**src/rtl/multicycle_main_control.sv**
```systemverilog
// Main control FSM for the multicycle MIPS datapath: sequences each instruction through
// fetch/decode/execute/memory/writeback and drives datapath selects and write enables.
module multicycle_main_control (
    input  logic       clk_i,
    input  logic       rst_ni,
    input  logic [5:0] op_i,
    input  logic       zero_i,
    output logic       iord_o,
    output logic       alu_src_a_o,
    output logic [1:0] alu_src_b_o,
    output logic [1:0] alu_op_o,
    output logic [1:0] pc_src_o,
    output logic       reg_dst_o,
    output logic       mem_to_reg_o,
    output logic       ir_write_o,
    output logic       reg_write_o,
    output logic       mem_write_o,
    output logic       pc_en_o,
    output logic       illegal_op_o,
    output logic [3:0] state_o
);

    localparam logic [5:0] OpRtype = 6'b000000;
    localparam logic [5:0] OpLw    = 6'b100011;
    localparam logic [5:0] OpSw    = 6'b101011;
    localparam logic [5:0] OpBeq   = 6'b000100;
    localparam logic [5:0] OpAddi  = 6'b001000;
    localparam logic [5:0] OpJ     = 6'b000010;

    typedef enum logic [3:0] {
        StFetch   = 4'd0,
        StDecode  = 4'd1,
        StMemAdr  = 4'd2,
        StMemRd   = 4'd3,
        StMemWb   = 4'd4,
        StMemWr   = 4'd5,
        StExecute = 4'd6,
        StAluWb   = 4'd7,
        StBranch  = 4'd8,
        StAddiEx  = 4'd9,
        StAddiWb  = 4'd10,
        StJump    = 4'd11
    } state_e;

    state_e state_q, state_d;

    always_ff @(posedge clk_i or negedge rst_ni) begin
        if (!rst_ni) begin
            state_q <= StFetch;
        end else begin
            state_q <= state_d;
        end
    end

    always_comb begin
        state_d = StFetch;
        case (state_q)
            StFetch:  state_d = StDecode;
            StDecode: begin
                case (op_i)
                    OpLw, OpSw: state_d = StMemAdr;
                    OpRtype:    state_d = StExecute;
                    OpBeq:      state_d = StBranch;
                    OpAddi:     state_d = StAddiEx;
                    OpJ:        state_d = StJump;
                    default:    state_d = StFetch;
                endcase
            end
            StMemAdr:  state_d = (op_i == OpLw) ? StMemRd : StMemWr;
            StMemRd:   state_d = StMemWb;
            StExecute: state_d = StAluWb;
            StAddiEx:  state_d = StAddiWb;
            default:   state_d = StFetch;
        endcase
    end

    logic ir_write, reg_write, mem_write, pc_write, branch;

    always_comb begin
        iord_o       = 1'b0;
        alu_src_a_o  = 1'b0;
        alu_src_b_o  = 2'b00;
        alu_op_o     = 2'b00;
        pc_src_o     = 2'b00;
        reg_dst_o    = 1'b0;
        mem_to_reg_o = 1'b0;
        illegal_op_o = 1'b0;
        ir_write     = 1'b0;
        reg_write    = 1'b0;
        mem_write    = 1'b0;
        pc_write     = 1'b0;
        branch       = 1'b0;
        case (state_q)
            StFetch: begin
                alu_src_b_o = 2'b01;
                ir_write    = 1'b1;
                pc_write    = 1'b1;
            end
            StDecode: begin
                alu_src_b_o  = 2'b11;
                illegal_op_o = !(op_i inside {OpRtype, OpLw, OpSw, OpBeq, OpAddi, OpJ});
            end
            StMemAdr, StAddiEx: begin
                alu_src_a_o = 1'b1;
                alu_src_b_o = 2'b10;
            end
            StMemRd: iord_o = 1'b1;
            StMemWr: begin
                iord_o    = 1'b1;
                mem_write = 1'b1;
            end
            StMemWb: begin
                mem_to_reg_o = 1'b1;
                reg_write    = 1'b1;
            end
            StExecute: begin
                alu_src_a_o = 1'b1;
                alu_op_o    = 2'b10;
            end
            StAluWb: begin
                reg_dst_o = 1'b1;
                reg_write = 1'b1;
            end
            StAddiWb: reg_write = 1'b1;
            StBranch: begin
                alu_src_a_o = 1'b1;
                alu_op_o    = 2'b01;
                pc_src_o    = 2'b01;
                branch      = 1'b1;
            end
            StJump: begin
                pc_src_o = 2'b10;
                pc_write = 1'b1;
            end
            default: ;
        endcase
    end

    // Enables are gated by the raw reset so nothing writes while reset is held.
    assign ir_write_o  = rst_ni & ir_write;
    assign reg_write_o = rst_ni & reg_write;
    assign mem_write_o = rst_ni & mem_write;
    assign pc_en_o     = rst_ni & (pc_write | (branch & zero_i));
    assign state_o     = state_q;

endmodule

```
**config.mk**
```make
export PLATFORM = sky130hd
export DESIGN_NAME = multicycle_main_control
export DESIGN_NICKNAME = d
export VERILOG_FILES = /design/src/rtl/multicycle_main_control.sv
export SDC_FILE = /design/constraint.sdc
export NUM_CORES = 1
export LEC_CHECK = 0
export ABC_CLOCK_PERIOD_IN_PS = 1290
export CAP_MARGIN = 20
export CORE_AREA = 2 2 39 41
export DETAILED_ROUTE_END_ITERATION = 6
export DIE_AREA = 0 0 41 43
export DONT_BUFFER_PORTS = 1
export PLACE_DENSITY = 0.63
export REMOVE_ABC_BUFFERS = 1
export SYNTH_ARGS = -nofsm -noshare
export SYNTH_HDL_FRONTEND = slang
export SYNTH_SLANG_ARGS = --single-unit
export TNS_END_PERCENT = 1
```
**constraint.sdc**
```tcl
create_clock -name clk_i -period 1.29 [get_ports clk_i]
set_input_delay 0.3225 -clock clk_i [delete_from_list [all_inputs] [get_ports clk_i]]
set_output_delay 0.3225 -clock clk_i [all_outputs]
set_load 0.05 [all_outputs]
```
==> results.toml, run 1 <==
[drt]
vias_per_cell = 5.372
wl_per_cell_um = 13.98
ant_nets = 0
drc = 0
vias = 650
drt-initial-drc-count = 8
totalWireLength_um = 1691
dr.pass1.iters = 4

[power_and_ir_drop]
power_density_mw_per_mm2 = 1827
p_leak_nw = 0.4741
power_w = 0.001850
ir_drop_mv = 0.8512

[sta]
fin_ws_ns = -0.3929
hold_violations = 0
max_freq_mhz = 594.2
worst_slew_pin_slew_ns = 0.3099
fin_crit_ns = 1.683
drv_slew = 0
relSlewSlack_pct = 79.30
clock_skew_ns = 0.004344
setup_tns_ns = -4.838
setup_viol_count_final = 16
period_share_pct = 130.5
grt_setup_unrepaired = "yes"

[final_layout]
final_util_pct = 73.15
nets = 116
largest_register_ffs = 4
layout_common_cells = "21 x buf_4, 14 x buf_6, 7 x nor2_1, 5 x buf_12"
final_common_cell = "buf_4"
diodes = 0
syn2layout_area_growth_pct = 118.1
fin_cells = 121
layout-drive-gt1-share_pct = 63.81

[synthesis]
ys_types = 25
syn_inst = 65
yosys-top-cells-area = "dfrtp_1 22%, nor2_1 8.9%, nor3_1 7.5%"
synth_largest_area_cell = "dfrtp_1"
synth-seq-cells = 4
synth_top_area_share_pct = 21.56
yosys_warnings = 0
synth_area_per_cell_um2 = 7.141
ys_seq_area_share_pct = 21.56
synthesis.area_um2 = 464.2

[critical_path]
startpoint = "state_o[2]"
r2r-end = "state_o[2]"
cp.arrival_ns = 1.36
crit_path_end_kind = "output pin"
crit_fanout = 8
r2r_start = "state_o[2]"
reg2reg_slack_ns = -0.01
worstSetupPathType = "register to output pin"
critPathLaunchType = "register"
worstSetupEndpoint = "iord_o"
r2r_cells = 5
cp.required_ns = 0.97

[grt]
antenna_found_initial = 0
grt_util_all_layers_pct = 19.54
grt_max_degree = 11
grt_pass1_vias = 577
overflow = 0
grt_pass1_wl_um = 2380

[placement]
dp_cells = 114
place_congestion = 0.8514
dp_slack_ns = -0.1949
portBuffers = 0
dp_hpwl_um = 1146

[floorplanning]
chipHeight_um = 43
die_area_mm2 = 0.001763
rows = 14
ios = 28
fp.dieW_um = 41
fp.coreArea_mm2 = 0.001384
initial_utilization_pct = 33.54

[run]
max_cap_violations = 0

[min_path]
hold_class = "input pin to register"

[clock_tree]
clk_path_buf_depth = 2
root_buffer = "clkbuf_4"
clk_latency_ns = 0.23
cts_buffers = 3
clk_pin_slew_ns = 0.03
cts_tree = "done"
cts_max_level = 1
cts.sinks = 4

[outcome]
failed_checks = "negative setup slack"
status = "finished, violations left"
==> where the power goes <==
group          switching [W]  internal, W  total [W]
sequential         0.0000501     0.000157   0.000207
clock              0.0000476     0.000104   0.000151
combinational       0.000845     0.000647    0.00149
total               0.000942     0.000907    0.00185
==> metal layers <==
metal / global-route usage, % / wire (um)
met4: 6.000 / 0
met3: 4.188 / 101
met5: 0 / 0
met2: 34.69 / 922
met1: 21.43 / 668
==> timing repair <==
item | CTS | global route
pin swaps | 6 | 6
resized for setup | 20 | 20
gates cloned | 0 | 0
buffers inserted | 0 | 3
endpoints found under the setup margin | 18 | 17
hold endpoints to repair | 4 | 0
hold buffers | 1 | 0
==> logic make-up (layout without fill, tap and decap cells) <==
logic type / count (synthesis) / after routing / synth area share [%]
and+or+nand+nor: 38 / 38 / 42.86
AOI/OAI and AO/OA: 14 / 14 / 23.99
xor gates and xnor gates: 3 / 3 / 5.661
DFF: 4 / 4 / 21.56
buffers and inverters: 6 / 46 / 5.929
==> cells in the mapped netlist, drive strengths merged <==
master	instances
nand2b	5
nand2	5
a21oi	3
nor2b	1
a221oi	1
nand4	1
and4b	1
inv	2
nor4	1
and3	4
nor3	7
nor3b	1
a2111oi	1
nor2	11
buf	4
o2111ai	1
o211a	2
o21ai	3
o21a	1
a31oi	1
dfrtp	4
xor2	3
o221ai	1
nand3	1
==> cell type report <==
cell class                      count  area (um^2)
Clock buffer                        3        22.52
Multi-Input combinational cell     55        431.7
Inverter                            2        10.01
Fill cell                          82        371.6
Sequential cell                     4        102.6
Tap cell                           16        20.02
Timing Repair Buffer               41        425.4
==> per-stage QoR <==
| step | hold slack [ns] | cell area [um^2] |
|---|---|---|
| floorplan | 0.02691 | 444.2 |
| global placement | 0.02716 | 804.5 |
| detailed placement | 0.02717 | 804.5 |
| CTS | 0.3128 | 908.4 |
| global route | 0.3229 | 1012 |
| finish | 0.3042 | 1012 |
==> critical path, stage by stage (launching register included) <==
cell,delay (ns)
dfrtp_2,0.43
buf_6,0.16
xor2_1,0.17
and3_1,0.23
buf_12,0.15
==> worst min path at each step <==
stage | start | to | depth (start not counted)
floorplan | rst_ni | state_o[0] | 0
finish | op_i[5] | state_o[0] | 3
detailed placement | rst_ni | state_o[1] | 0
CTS | op_i[5] | state_o[0] | 3
global placement | rst_ni | state_o[2] | 0
global route | op_i[5] | state_o[0] | 3
Note: power is estimated with default switching activity, not from simulation.
==> run 2: changes to the inputs <==
--- a/config.mk
+++ b/config.mk
@@ -6,5 +6,4 @@
 export NUM_CORES = 1
 export LEC_CHECK = 0
-export ABC_CLOCK_PERIOD_IN_PS = 1290
 export CAP_MARGIN = 20
 export CORE_AREA = 2 2 39 41
==> constraint.sdc (replaced) <==
create_clock -name clk_i -period 1.29 [get_ports clk_i]
set_input_delay 0.3225 -clock clk_i [delete_from_list [all_inputs] [get_ports clk_i]]
set_output_delay 0.3225 -clock clk_i [all_outputs]
set_load 0.01 [all_outputs]
==> results.toml, run 2 (synthesis results as in run 1) <==
[grt]
antenna_found_initial = 0
overflow = 0
grt_pass1_wl_um = 2573
grt_pass1_vias = 560
grt_max_degree = 13
grt_util_all_layers_pct = 21.72

[final_layout]
largest_register_ffs = 4
final_common_cell = "buf_4"
layout-drive-gt1-share_pct = 62.79
final_area_um2 = 808.3
nets = 97
final_util_pct = 58.41
layout_common_cells = "15 x buf_4, 5 x nor2_2, 5 x buf_6"
diodes = 0
syn2layout_area_growth_pct = 74.12
fillCellCount = 122

[clock_tree]
root_buffer = "clkbuf_4"
clk_pin_slew_ns = 0.04
clk_path_buf_depth = 2
clk_latency_ns = 0.23
cts.sinks = 4
cts_buffers = 3
cts_tree = "done"
cts_max_level = 1

[drt]
top_layer = "met4"
wl_per_cell_um = 14.85
wl_met3_um = 116
dr.pass1.iters = 4
ant_nets = 0
wl_met2_um = 760
vias_per_cell = 5.755
drc = 0
drt-initial-drc-count = 10
vias = 587
totalWireLength_um = 1515
m1WireLength_um = 613

[sta]
setup_tns_ns = -2.547
period_share_pct = 118.4
whs_ns = 0.2923
fin_crit_ns = 1.527
hold_violations = 0
max_freq_mhz = 654.8
drv_slew = 0
clock_skew_ns = 0.0003003
worst_slew_pin_slew_ns = 0.3212
fin_ws_ns = -0.2372
relSlewSlack_pct = 78.55
grt_setup_unrepaired = "yes"
setup_viol_count_final = 15

[critical_path]
max_stage_delay_ns = 0.46
critPathLaunchType = "register"
crit_buf_inv = 2
worstSetupPathType = "register to output pin"
slowest_stage = "dfrtp_2"
r2r_cells = 4
cp.arrival_ns = 1.20
path_depth = 4
crit_fanout = 5
crit_path_end_kind = "output pin"
critical_path.cell_chain = "buf_4 -> inv_2 -> nand2_2 -> a21oi_4"
critPathTopFamily = "flip-flops"
cp.required_ns = 0.97

[placement]
dp_slack_ns = -0.05656
portBuffers = 0
dp_hpwl_um = 1026
place_congestion = 0.8023
place_area_um2 = 626.9

[floorplanning]
rows = 14
fp.dieW_um = 41
chipHeight_um = 43
initial_utilization_pct = 33.54
die_area_mm2 = 0.001763
ios = 28
fp.coreArea_mm2 = 0.001384

[outcome]
status = "finished, violations left"
failed_checks = "negative setup slack"

[min_path]
holdPathStages = 3
hold_class = "input pin to register"

[power_and_ir_drop]
power_density_mw_per_mm2 = 1424
ir_drop_mv = 0.5473
p_leak_nw = 0.3584

[run]
max_cap_violations = 0
## run 2: stage by stage
| stage | total power (W) | std cells |
|---|---|---|
| final | 0.001151 | 102 |
| after global routing | 0.001248 | 102 |
| after CTS | 0.001065 | 102 |
| after detailed placement | 0.0007602 | 97 |
| after global placement | 0.0007515 | 97 |
| after floorplan | 0.0005236 | 61 |
## run 2: layout make-up
cell class | count | area (um^2) | area share (%)
clock buffers | 3 | 22.52 | 2.786
inverters | 2 | 7.507 | 0.9288
multi-input cells | 55 | 456.7 | 56.50
flip-flops and latches | 4 | 102.6 | 12.69
well taps | 16 | 20.02 | 2.477
repair buffers | 22 | 198.9 | 24.61
## run 2: power breakdown
group	internal [W]	switching, W	total [W]
registers	0.000157	0.0000460	0.000203
clock network	0.000104	0.0000486	0.000152
logic	0.000382	0.000413	0.000795
total	0.000643	0.000508	0.00115
## run 2: timing repair
action,4_1_cts,5_1_grt
hold endpoints to repair,4,0
pin swaps,7,8
setup buffers,1,0
hold buffers,1,0
resized for setup,27,11
endpoints found under the setup margin,15,19
## run 2: final timing paths
kind                                  from             end  slack (ns)
worst min-delay path               op_i[5]      state_o[0]        0.29
max in group asynchronous           rst_ni      state_o[2]        0.73
worst min register to register  state_o[3]      state_o[0]        0.62
worst max-delay path            state_o[1]  alu_src_b_o[1]       -0.24
min in group asynchronous           rst_ni      state_o[0]        0.37
worst max register to register  state_o[0]      state_o[2]       -0.03
## run 2: worst reg2reg max path, stage by stage, from the launching register on
cell	delay, ns
dfrtp_1	0.40
buf_6	0.19
nor2_1	0.05
and3_1	0.18
a2111oi_2	0.37
## run 2: metal layers
| layer | up-vias | track usage [%] |
|---|---|---|
| li1 | 284 | - |
| met1 | 266 | 24.59 |
| met2 | 35 | 32.81 |
| met3 | 2 | 6.283 |
| met4 | 0 | 15.33 |
| met5 | - | 0 |
==> run 3: changes to the inputs <==
Settings changed: GPL_ROUTABILITY_DRIVEN from default to 0.
==> results of run 3 <==
Final layout, timing and power as in run 2 (identical DEF).
